[src/rtl/sdram_port_arbiter_pkg.sv]
// sdram_arb_pkg: shared FSM state type, port limit and round-robin pointer increment for the SDRAM port arbiter
package sdram_arb_pkg;
  localparam int MAX_PORTS = 8;
  typedef enum logic [1:0] {ST_IDLE, ST_WAIT_LO, ST_WAIT_HI} state_t;
  function automatic logic [2:0] rr_next(input logic [2:0] ptr, input int n);
    return (int'(ptr) >= n - 1) ? 3'd0 : ptr + 3'd1;
  endfunction
endpackage

[src/rtl/sdram_rr_pick.sv]
// sdram_rr_pick: combinational round-robin winner search (req, ptr, prio0 -> valid, idx)
module sdram_rr_pick import sdram_arb_pkg::*; #(
  parameter int NPORTS = 3,
  localparam int IW = $clog2(NPORTS)
) (
  input  logic [NPORTS-1:0] req,
  input  logic [IW-1:0]     ptr,
  input  logic              prio0,
  output logic              valid,
  output logic [IW-1:0]     idx
);
  logic [NPORTS-1:0] rot;
  always_comb begin
    rot = NPORTS'({req, req} >> ptr);
    idx = '0;
    for (int k = NPORTS - 1; k >= 0; k--) if (rot[k]) idx = IW'((int'(ptr) + k) % NPORTS);
    if (prio0 && req[0]) idx = '0;
  end
  assign valid = |req;
endmodule

[src/rtl/sdram_port_arbiter.sv]
// sdram_port_arbiter: shares one SDRAM controller among NPORTS level req/ack ports, one transaction in flight
//   p_*   : per-port req/we/addr/din/wtbt in, shared p_dout and one-hot p_ack pulse out
//   mem_* : controller addr/din/wtbt/we/rd out (we/rd are one-cycle pulses), dout/ready in
module sdram_port_arbiter import sdram_arb_pkg::*; #(
  parameter int NPORTS = 3,
  parameter int PRIO0  = 0,
  parameter int AW     = 27
) (
  input  logic                 clk,
  input  logic                 reset,
  input  logic [NPORTS-1:0]    p_req,
  input  logic [NPORTS-1:0]    p_we,
  input  logic [NPORTS*AW-1:0] p_addr,
  input  logic [NPORTS*16-1:0] p_din,
  input  logic [NPORTS*2-1:0]  p_wtbt,
  output logic [15:0]          p_dout,
  output logic [NPORTS-1:0]    p_ack,
  output logic [AW-1:0]        mem_addr,
  output logic [15:0]          mem_din,
  output logic [1:0]           mem_wtbt,
  output logic                 mem_we,
  output logic                 mem_rd,
  input  logic [15:0]          mem_dout,
  input  logic                 mem_ready
);
  localparam int IW = $clog2(NPORTS);
  state_t            state_q, state_d;
  logic [IW-1:0]     gnt_q, gnt_d, ptr_q, ptr_d, pick_idx;
  logic              wr_q, wr_d, we_q, we_d, rd_q, rd_d, pick_valid;
  logic [AW-1:0]     addr_q, addr_d;
  logic [15:0]       din_q, din_d, dout_q, dout_d;
  logic [1:0]        wtbt_q, wtbt_d;
  logic [NPORTS-1:0] ack_q, ack_d;
  sdram_rr_pick #(.NPORTS(NPORTS)) u_pick (
    .req  (p_req),
    .ptr  (ptr_q),
    .prio0(PRIO0 != 0),
    .valid(pick_valid),
    .idx  (pick_idx)
  );
  always_comb begin
    state_d = state_q;
    gnt_d   = gnt_q;
    ptr_d   = ptr_q;
    wr_d    = wr_q;
    addr_d  = addr_q;
    din_d   = din_q;
    wtbt_d  = wtbt_q;
    dout_d  = dout_q;
    we_d    = 1'b0;
    rd_d    = 1'b0;
    ack_d   = '0;
    case (state_q)
      // no grant in the ack cycle: the acked port may still show req high until it sees the ack
      ST_IDLE: if (pick_valid && mem_ready && !(|ack_q)) begin
        state_d = ST_WAIT_LO;
        gnt_d   = pick_idx;
        wr_d    = p_we[pick_idx];
        we_d    = p_we[pick_idx];
        rd_d    = !p_we[pick_idx];
        addr_d  = p_addr[pick_idx*AW +: AW];
        din_d   = p_din[pick_idx*16 +: 16];
        wtbt_d  = p_wtbt[pick_idx*2 +: 2];
      end
      ST_WAIT_LO: state_d = mem_ready ? ST_WAIT_LO : ST_WAIT_HI;
      ST_WAIT_HI: if (mem_ready) begin
        state_d      = ST_IDLE;
        ack_d[gnt_q] = 1'b1;
        ptr_d        = IW'(rr_next(3'(gnt_q), NPORTS));
        dout_d       = wr_q ? dout_q : mem_dout;
      end
      default: state_d = ST_IDLE;
    endcase
  end
  always_ff @(posedge clk) begin
    if (reset) begin
      state_q <= ST_IDLE;
      gnt_q   <= '0;
      ptr_q   <= '0;
      wr_q    <= 1'b0;
      we_q    <= 1'b0;
      rd_q    <= 1'b0;
      addr_q  <= '0;
      din_q   <= '0;
      wtbt_q  <= '0;
      dout_q  <= '0;
      ack_q   <= '0;
    end else begin
      state_q <= state_d;
      gnt_q   <= gnt_d;
      ptr_q   <= ptr_d;
      wr_q    <= wr_d;
      we_q    <= we_d;
      rd_q    <= rd_d;
      addr_q  <= addr_d;
      din_q   <= din_d;
      wtbt_q  <= wtbt_d;
      dout_q  <= dout_d;
      ack_q   <= ack_d;
    end
  end
  assign p_dout   = dout_q;
  assign p_ack    = ack_q;
  assign mem_addr = addr_q;
  assign mem_din  = din_q;
  assign mem_wtbt = wtbt_q;
  assign mem_we   = we_q;
  assign mem_rd   = rd_q;
endmodule
[config.mk]
export PLATFORM = sky130hd
export DESIGN_NAME = sdram_port_arbiter
export DESIGN_NICKNAME = d
export VERILOG_FILES = /design/src/rtl/sdram_port_arbiter_pkg.sv /design/src/rtl/sdram_rr_pick.sv /design/src/rtl/sdram_port_arbiter.sv
export SDC_FILE = /design/constraint.sdc
export NUM_CORES = 1
export LEC_CHECK = 0
export CAP_MARGIN = 20
export CORE_UTILIZATION = 38
export CTS_CLUSTER_SIZE = 10
export DETAILED_ROUTE_END_ITERATION = 12
export PLACE_DENSITY_LB_ADDON = 0.08
export SKIP_LAST_GASP = 1
export SLEW_MARGIN = 25
export SYNTH_ARGS = -nofsm -noshare
export SYNTH_HDL_FRONTEND = slang
export SYNTH_SLANG_ARGS = --single-unit
export TNS_END_PERCENT = 10
[constraint.sdc]
create_clock -name clk -period 2.3 [get_ports clk]
set_input_delay 0.23 -clock clk [delete_from_list [all_inputs] [get_ports clk]]
set_output_delay 0.23 -clock clk [all_outputs]
set_load 0.02 [all_outputs]
After elaboration in Yosys (flattened, before gate mapping)
Index checks and enable logic that the tools add are counted.
{"block": "word_totals", "regBits": 73, "in_bits": 160}
{"block": "classes", "add_sub_neg": 3, "mul": 1, "div_mod_pow": 3, "order_cmp": 4, "eq_ne": 4, "shift": 4, "n_mux": 12, "bitwise_logic": 5, "n_reduce_logical": 14}
{"operator": "$shiftx 81x8->27", "count": 1}
{"operator": "$mod 32x3->32 const B", "count": 2}
{"operator": "$shiftx 48x7->16", "count": 1}
{"operator": "$mod 3x3->32 const B", "count": 1}
{"operator": "$mux 2", "count": 7}
{"operator": "$reduce_or 3->1", "count": 4}
{"operator": "$mul 2x5->7 const B", "count": 1}
{"operator": "$lt 2x3->1 const B", "count": 2}
{"operator": "$pmux 2 s3", "count": 1}
{"operator": "$reduce_and 2->1", "count": 3}
{"operator": "$shiftx 6x4->2", "count": 1}
{"operator": "$shr 6x2->3", "count": 1}
{"operator": "$not 1->1", "count": 5}
{"operator": "$ne 2x2->1 const B", "count": 2}
{"operator": "$add 2x1->3 const B", "count": 1}
{"operator": "$add 2x2->3 const B", "count": 1}
{"operator": "$logic_and 1x1->1", "count": 3}
{"operator": "$reduce_and 3->1", "count": 1}
{"operator": "$add 2x1->2 const B", "count": 1}
{"operator": "$bmux 1 s2", "count": 1}
{"operator": "$demux 1 s2", "count": 1}
{"operator": "$eq 2x1->1 const B", "count": 1}
{"operator": "$eq 2x2->1 const B", "count": 1}
{"operator": "$ge 2x1->1 const B", "count": 1}
{"operator": "other kinds (4)", "count": 6}

Logic depth before layout (Yosys ltp)
Gate-level depths: netlist of run 1.
{"block": "logic_depth", "ltp_word": 8, "mapped_depth": 11, "depth_no_buf": 8}

Modules after synthesis
A second synthesis of run 1 with hierarchy kept.
{"block": "hier_totals", "cells_unflattened": 414, "hier_area_um2": 4072.7}
{"mod": "sdram_port_arbiter", "n_inst": 1, "cells_each": 382, "area_each_um2": 3831.2, "seq_area_each_um2": 1461.4}
{"mod": "sdram_rr_pick", "n_inst": 1, "cells_each": 32, "area_each_um2": 241.5, "seq_area_each_um2": 0.0}

Worst setup path after synthesis of run 1
Ideal clock, no wire load.
{"block": "synth_path", "kind": "register to register", "start": "reg ptr_q[0]", "end": "reg addr_q[19] (netlist: mem_addr[19])", "setup_ns": 0.128, "arrival_time_ns": 1.862, "required_ns": 2.172, "slack_ns": 0.309, "path_stages_with_launch": 11, "path_buffers": 3, "path_cell_list": "dfxtp_1 -> buf_4 -> inv_1 -> ha_1 -> nor2b_1 -> a2bb2oi_1 -> a32oi_1 -> buf_4 -> buf_6 -> mux2i_1 -> o211ai_1"}
{"block": "synth_between", "elab_chain_cells": 7, "word_cells_on_any_way": 11, "cone_classes": "2 x add/sub; 1 x mul; 3 x div; 2 x shift; 3 x mux"}
{"item": "start, declared", "line_no": "sdram_port_arbiter.sv:28", "source": "logic [IW-1:0] gnt_q, gnt_d, ptr_q, ptr_d, pick_idx;"}
{"item": "start signal, assigned", "line_no": "sdram_port_arbiter.sv:91", "source": "ptr_q <= ptr_d;"}
{"item": "$add 2x2->3", "line_no": "sdram_rr_pick.sv:16", "source": "for (int k = NPORTS - 1; k >= 0; k--) if (rot[k]) idx = IW'((int'(ptr) + k) % NPORTS);"}
{"item": "$mod 32x3->32", "line_no": "sdram_rr_pick.sv:16"}
{"item": "$mux 2 (2 in a row)", "line_no": "sdram_rr_pick.sv:16"}
{"item": "$mux 2 (*)", "line_no": "sdram_rr_pick.sv:16"}
{"item": "$mul 2x5->7 (*)", "line_no": "sdram_port_arbiter.sv:61", "source": "addr_d = p_addr[pick_idx*AW +: AW];"}
{"item": "$shiftx 81x8->27 (*)", "line_no": "sdram_port_arbiter.sv:61"}
{"item": "end signal, assigned", "line_no": "sdram_port_arbiter.sv:95", "source": "addr_q <= addr_d;"}
{"item": "end, declared", "line_no": "sdram_port_arbiter.sv:30", "source": "logic [AW-1:0] addr_q, addr_d;"}
Every way passes the cells marked *; elsewhere a longest branch is shown, timed or not.
A chain may end at the register's enable or synchronous reset.

Final worst setup path of run 1
{"block": "layout_path", "start": "in p_req[1]", "end": "reg addr_q[8] (netlist: mem_addr[8])"}
{"block": "layout_between", "elab_chain_cells": 6, "word_cells_on_any_way": 10, "cone_classes": "1 x mul; 2 x shift; 3 x mux; 4 x reduce/logical"}
{"item": "start, declared", "line_no": "sdram_port_arbiter.sv:11", "source": "input logic [NPORTS-1:0] p_req,"}
{"item": "$shr 6x2->3", "line_no": "sdram_rr_pick.sv:14", "source": "rot = NPORTS'({req, req} >> ptr);"}
{"item": "$mux 2 (3 in a row)", "line_no": "sdram_rr_pick.sv:16"}
{"item": "$mul 2x5->7", "line_no": "sdram_port_arbiter.sv:61"}
{"item": "$shiftx 81x8->27", "line_no": "sdram_port_arbiter.sv:61"}
Several ways; a longest one is shown, not always the timed one.

==> results of run 1 <==
-- layout make-up --
class                      instances  area share [%]
timing repair buffer             251            39.4
multi-input combinational        289            31.6
inverter                           5           0.291
clock inverter                     7            1.59
tap                              129            2.50
clock buffer                       9            1.92
sequential                        73            22.7
-- power breakdown --
part           internal (mW)  total, mW  switching [mW]
clock network          0.624       1.14           0.521
logic                  0.587       1.03           0.444
registers               1.35       1.40          0.0484
total                   2.56       3.58            1.01
-- timing repair --
item,in CTS,in global routing
endpoints found under the setup margin,1,3
resized for setup,2,4
pin swaps,0,0
gates cloned,0,0
-- metrics by stage --
stage	area [um2]	worst slack [ns]	setup TNS (ns)	power [mW]	utilization [%]
floorplan	3690	0.309	0	1.90	-
global placement	6200	-0.181	-6.93	2.45	66.5
detailed placement	6210	-0.260	-8.92	2.46	66.5
CTS	6430	0.0482	0	3.61	69.0
global route	6460	-0.0362	-0.0629	3.74	69.2
finish	6460	0.100	0	3.58	69.2
-- layout by cell type (no fill, tap or decap), types with 3 or more instances in the layout --
cell type        Yosys  routed
clkdlybuf4s50_1      0     224
mux2i_1             50      50
nor2_1               9       7
nand3_1             19      19
a221oi_2            11      11
nor3_1               4       4
and2_1               3       3
buf_12               2       8
o211ai_1            16      16
nor4b_1              3       3
inv_1                5       5
dfxtp_1             73      71
nor2_2               1       3
a21oi_1             20      20
a221oi_1            18      18
o21bai_1            29      29
nand2_1             80      80
clkbuf_8             0       9
buf_4                3      18
-- synthesized netlist by cell type (all sizes together), types with 2 or more instances --
library cell	instances
a21oi	20
a221oi	29
a2bb2oi	2
and2	3
buf	19
clkbuf	15
dfxtp	73
ha	2
inv	5
mux2i	50
nand2	80
nand3	19
nor2	11
nor2b	2
nor3	4
nor3b	2
nor4	2
nor4b	4
nor4bb	2
o211ai	16
o21bai	29
o41ai	2
-- layer usage --
layer | share of wire (%) | track usage (%) | vias up | wire [um]
met1 | 42 | 28.2 | 1782 | 5110
li1 | - | - | 1924 | -
met2 | 49 | 42.0 | 142 | 6010
met3 | 6.4 | 5.34 | 24 | 783
met5 | 0 | 0 | - | 0
met4 | 2.4 | 9.81 | 0 | 295
-- logic make-up (layout without fill, tap and decap cells) --
logic type	after synthesis	count (layout)	share of synthesized area, %
adder cells (fa/ha/maj)	2	2	0.678
flip-flops	73	73	39.6
multiplexers	51	51	13.9
AO/OA/AOI/OAI	103	103	22.9
AND/OR/NAND/NOR	132	132	16.6
buffers and inverters	39	272	6.17
XOR/XNOR	1	1	0.237
-- worst max-delay path, cell delays in order --
cell	delay, ns
clkdlybuf4s50_1	0.56
and4b_1	0.26
o41ai_2	0.41
a32o_4	0.30
buf_12	0.20
buf_4	0.15
nand2_1	0.05
a221oi_1	0.26
-- worst max-delay path by stage --
stage | to | slack, ns
4_1_cts | mem_addr[8] | 0.05
6_report | mem_addr[8] | 0.10
5_1_grt | mem_addr[8] | -0.04
2_1_floorplan | mem_addr[19] | 0.31
3_3_place_gp | mem_din[4] | -0.18
3_5_place_dp | mem_addr[3] | -0.26
-- state kept, by name, summed over array words and instances, names as in the netlist --
signal / flops
wr_q: 1
state_q: 2
mem_rd: 1
gnt_q: 2
mem_din: 16
ptr_q: 2
mem_we: 1
p_dout: 16
p_ack: 3
mem_wtbt: 2
mem_addr: 27
==> flow_summary.json, run 1 <==
{
  "place.gp.congestion": 0.748,
  "ys_types": 41,
  "start_util_pct": 39.5,
  "fin_crit_ns": 2.20,
  "endpoint_kind": "flip-flop",
  "hold_class": "in -> reg",
  "yosysWarnings": 0,
  "synthArstFlopShare_pct": 0,
  "grt_max_degree": 32,
  "synthesis.area_mm2": 0.00369,
  "drv_slew": 0,
  "cts_num_sinks": 73,
  "grtUsageTotal_pct": 23.9,
  "rows": 35,
  "cp-start-kind": "input port",
  "crit_start": "p_req[1]",
  "crit_type": "in -> reg",
  "ios": 226,
  "port_buffers": 225,
  "coreArea_mm2": 0.00933,
  "fmax_mhz": 455,
  "dp.cells": 747,
  "cellPowerDensity_mw_per_mm2": 554,
  "fin_skew_ns": 0.0106,
  "min_period_over_period_pct": 95.6,
  "die_area_mm2": 0.0101,
  "min_to": "mem_addr[25]",
  "diodes": 0,
  "vias": 3872,
  "antenna_found_initial": 0,
  "post_cts_buffers": 0,
  "netlist_instances": 401,
  "drcViolationCount": 0,
  "fp.dieH_um": 101,
  "fill_cells": 783,
  "drive_gt1_share_pct": 10.7,
  "drv_cap": 0,
  "worst-r2r-cell-count": 9,
  "hold_violations": 0,
  "synth.top_cell.area_share_pct": 39.6,
  "synth_top_cell_by_area": "dfxtp_1",
  "cts_inserted_buffers": 9,
  "leakage_nw": 2.55,
  "maxSlewHeadroom_pct": 52.9,
  "rsz0062_at_grt": "true",
  "rr_startpoint": "ptr_q[1]",
  "holdPathStages": 4,
  "cts_root_buf": "clkbuf_8",
  "whs_ns": 0.393,
  "ys_seq_area_share_pct": 39.6,
  "clk_latency_ns": 0.34,
  "postCtsHoldBufs": 0,
  "ys_ff_latch": 73,
  "r2r_slack_ns": 0.15,
  "cts_tree": "done",
  "syn_to_final_growth_pct": 75.1,
  "die_w_um": 101,
  "seq_area_mm2": 0.00147,
  "grt_remaining_overflow": 0,
  "hpwl_um": 9040,
  "dr.pass1.iters": 4,
  "synth_nets": 563,
  "setup_viol": 0,
  "via_per_inst": 5.07,
  "tightest_slew_ns": 0.706,
  "grt_pass1_wl_um": 19100,
  "drt_iter0_markers": 118,
  "multiInputGateArea_mm2": 0.00204,
  "final_cells": 763,
  "wl_per_cell_um": 16.0,
  "grt_pass1_vias": 3852,
  "path_max_fanout": 27,
  "path_clk_slew_ns": 0.09,
  "clock_path_buffers": 2,
  "nNetsFinal": 791,
  "outcome": "complete, no violations",
  "hp-start": "reset",
  "cp_data_required_time_ns": 2.53,
  "synth_area_leaders": "dfxtp_1, mux2i_1, nand2_1",
  "r2r-end": "mem_addr[8]",
  "synth_top_flop_cell": "dfxtp_1",
  "antenna_left": 0,
  "vdd_drop_max_uv": 525,
  "synth.avg_cell_area_um2": 9.20,
  "cts.htree.levels": 3,
  "synth_edf_count": 0,
  "arrival_ns": 2.43,
  "wl_um": 12200
}
No activity file was read; power rests on OpenSTA's default activity.
==> run 2: changes to the inputs <==
Settings changed: SKIP_CTS_REPAIR_TIMING set to 1.
==> results of run 2 <==
Final layout, timing and power as in run 1 (identical DEF).
==> run 3: changes to the inputs <==
Settings changed: CORE_UTILIZATION 38 to 34.
Clock period 2.3 ns to 1.9 ns, I/O delays scaled along.
==> flow_summary.json, run 3 (synthesis gave the netlist of run 1 again) <==
{
  "outcome": "finished with violations",
  "failed_checks": "setup timing",
  "holdPathStages": 4,
  "grtUsageTotal_pct": 21.5,
  "vdd_drop_max_uv": 371,
  "post-route-cell-area_mm2": 0.00654,
  "arrival_ns": 2.34,
  "fin_skew_ns": 0.0115,
  "port_buffers": 225,
  "cp-start-kind": "flip-flop",
  "post-route-util_pct": 62.8,
  "diodes": 0,
  "start_util_pct": 35.4,
  "final_cell_mix": "clkdlybuf4s50_1, nand2_1, dfxtp_1, mux2i_1, o21bai_1",
  "fin_crit_ns": 2.08,
  "hold_violations": 0,
  "wl_per_cell_um": 15.8,
  "tightest_slew_ns": 0.709,
  "rsz0062_at_grt": "true",
  "placed_area_mm2": 0.00628,
  "comb_power_share_pct": 31.1,
  "cellPowerDensity_mw_per_mm2": 621,
  "antenna_found_initial": 0,
  "swShare_pct": 28.0,
  "hpwl_um": 9040,
  "grt_pass1_wl_um": 19200,
  "grt_pass1_vias": 3870,
  "syn_to_final_growth_pct": 77.2,
  "cts_inserted_buffers": 9,
  "dp.cells": 760,
  "fmax_mhz": 480,
  "p_switching_mw": 1.14,
  "antenna_left": 0,
  "worst-r2r-cell-count": 7,
  "min_period_over_period_pct": 110,
  "drcViolationCount": 0,
  "design_power_total_mw": 4.06,
  "p_clk_share_pct": 27.1,
  "grt_max_degree": 33,
  "wl_um": 12200,
  "clk_latency_ns": 0.34,
  "largest_register_ffs": 27,
  "setup_viol": 49,
  "fill_cells": 910,
  "crit_path_top_delay_cell": "dfxtp_4",
  "vias": 3923,
  "pre_cts_slack_ns": -0.658,
  "max_stage_delay_ns": 0.43,
  "crit_type": "reg -> reg",
  "via_per_inst": 5.08,
  "maxSlewHeadroom_pct": 52.7,
  "fp.dieH_um": 106,
  "path_max_fanout": 9,
  "die_area_mm2": 0.0113,
  "final_common_cell": "clkdlybuf4s50_1",
  "dr.pass1.iters": 6,
  "crit_cells": 7,
  "p_int_mw": 2.92,
  "die_w_um": 106,
  "cp_cell_sequence": "nor4bb_4 -> o41ai_2 -> a32o_4 -> buf_6 -> mux2i_1 -> o21a_1 -> a211oi_2",
  "cp_top_family": "compound AO/OA/AOI/OAI gates",
  "place.gp.congestion": 0.789,
  "clock_path_buffers": 2,
  "nNetsFinal": 797,
  "cp_data_required_time_ns": 2.15,
  "pwr-share-seq_pct": 41.8,
  "endpoint_kind": "flip-flop",
  "leakage_nw": 2.59,
  "drv_slew": 0,
  "cts_root_buf": "clkbuf_8",
  "final_cells": 773,
  "rows": 37,
  "cp.buffers_inverters": 1,
  "cts_num_sinks": 73,
  "grt_remaining_overflow": 0,
  "coreArea_mm2": 0.0104,
  "ios": 226,
  "drv_cap": 0,
  "fin_ws_ns": -0.183,
  "hold_class": "in -> reg",
  "path_clk_slew_ns": 0.07,
  "drive_gt1_share_pct": 11.9,
  "cts_tree": "done",
  "drt_iter0_markers": 121,
  "cts.htree.levels": 3
}
-- run 3: layout make-up --
type	count	area (um2)	area share [%]
clock buffers	13	169	2.58
multi-input cells	289	2100	32.1
repair buffers	257	2610	39.9
inverters	5	18.8	0.287
well taps	136	170	2.60
flip-flops and latches	73	1470	22.5
-- run 3: power groups by stage --
stage / Sequential (mW) / Combinational (mW) / Clock (mW)
after floorplan: 1.85 / 0.449 / 0
after global placement: 1.73 / 1.24 / 0
after detailed placement: 1.73 / 1.26 / 0
after CTS: 1.70 / 1.26 / 1.15
after global routing: 1.71 / 1.35 / 1.21
final: 1.70 / 1.26 / 1.10
-- run 3: stage by stage --
stage	hold slack, ns	setup TNS [ns]
finish	0.328	-5.27
global placement	0.441	-25.02
detailed placement	0.449	-28.85
floorplan	0.267	-0.166
CTS	0.378	-12.56
global route	0.338	-11.10
-- run 3: metal layers --
| metal | share of wire, % | global-route usage, % | wire [um] | up-vias |
|---|---|---|---|---|
| met3 | 7.1 | 4.90 | 873 | 21 |
| met2 | 49 | 37.6 | 6020 | 154 |
| li1 | - | - | - | 1935 |
| met4 | 2.2 | 8.53 | 267 | 0 |
| met1 | 41 | 25.4 | 5060 | 1813 |
| met5 | 0 | 0 | 0 | - |
-- run 3: worst reg2reg max path: stages, from the launching register on --
cell and delay, ns:
dfxtp_4 0.43, nor4bb_4 0.36, o41ai_2 0.14, a32o_4 0.40, buf_6 0.16, mux2i_1 0.11, o21a_1 0.20, a211oi_2 0.21
-- run 3: path summary, 6_finish.rpt --
| check | slack [ns] | to | start |
|---|---|---|---|
| worst max-delay path | -0.18 | wr_q | ptr_q[0] |
| worst min-delay path | 0.33 | mem_wtbt[1] | reset |
| worst max register to register | -0.18 | wr_q | ptr_q[0] |
| worst min register to register | 0.45 | p_dout[3] | p_dout[3] |
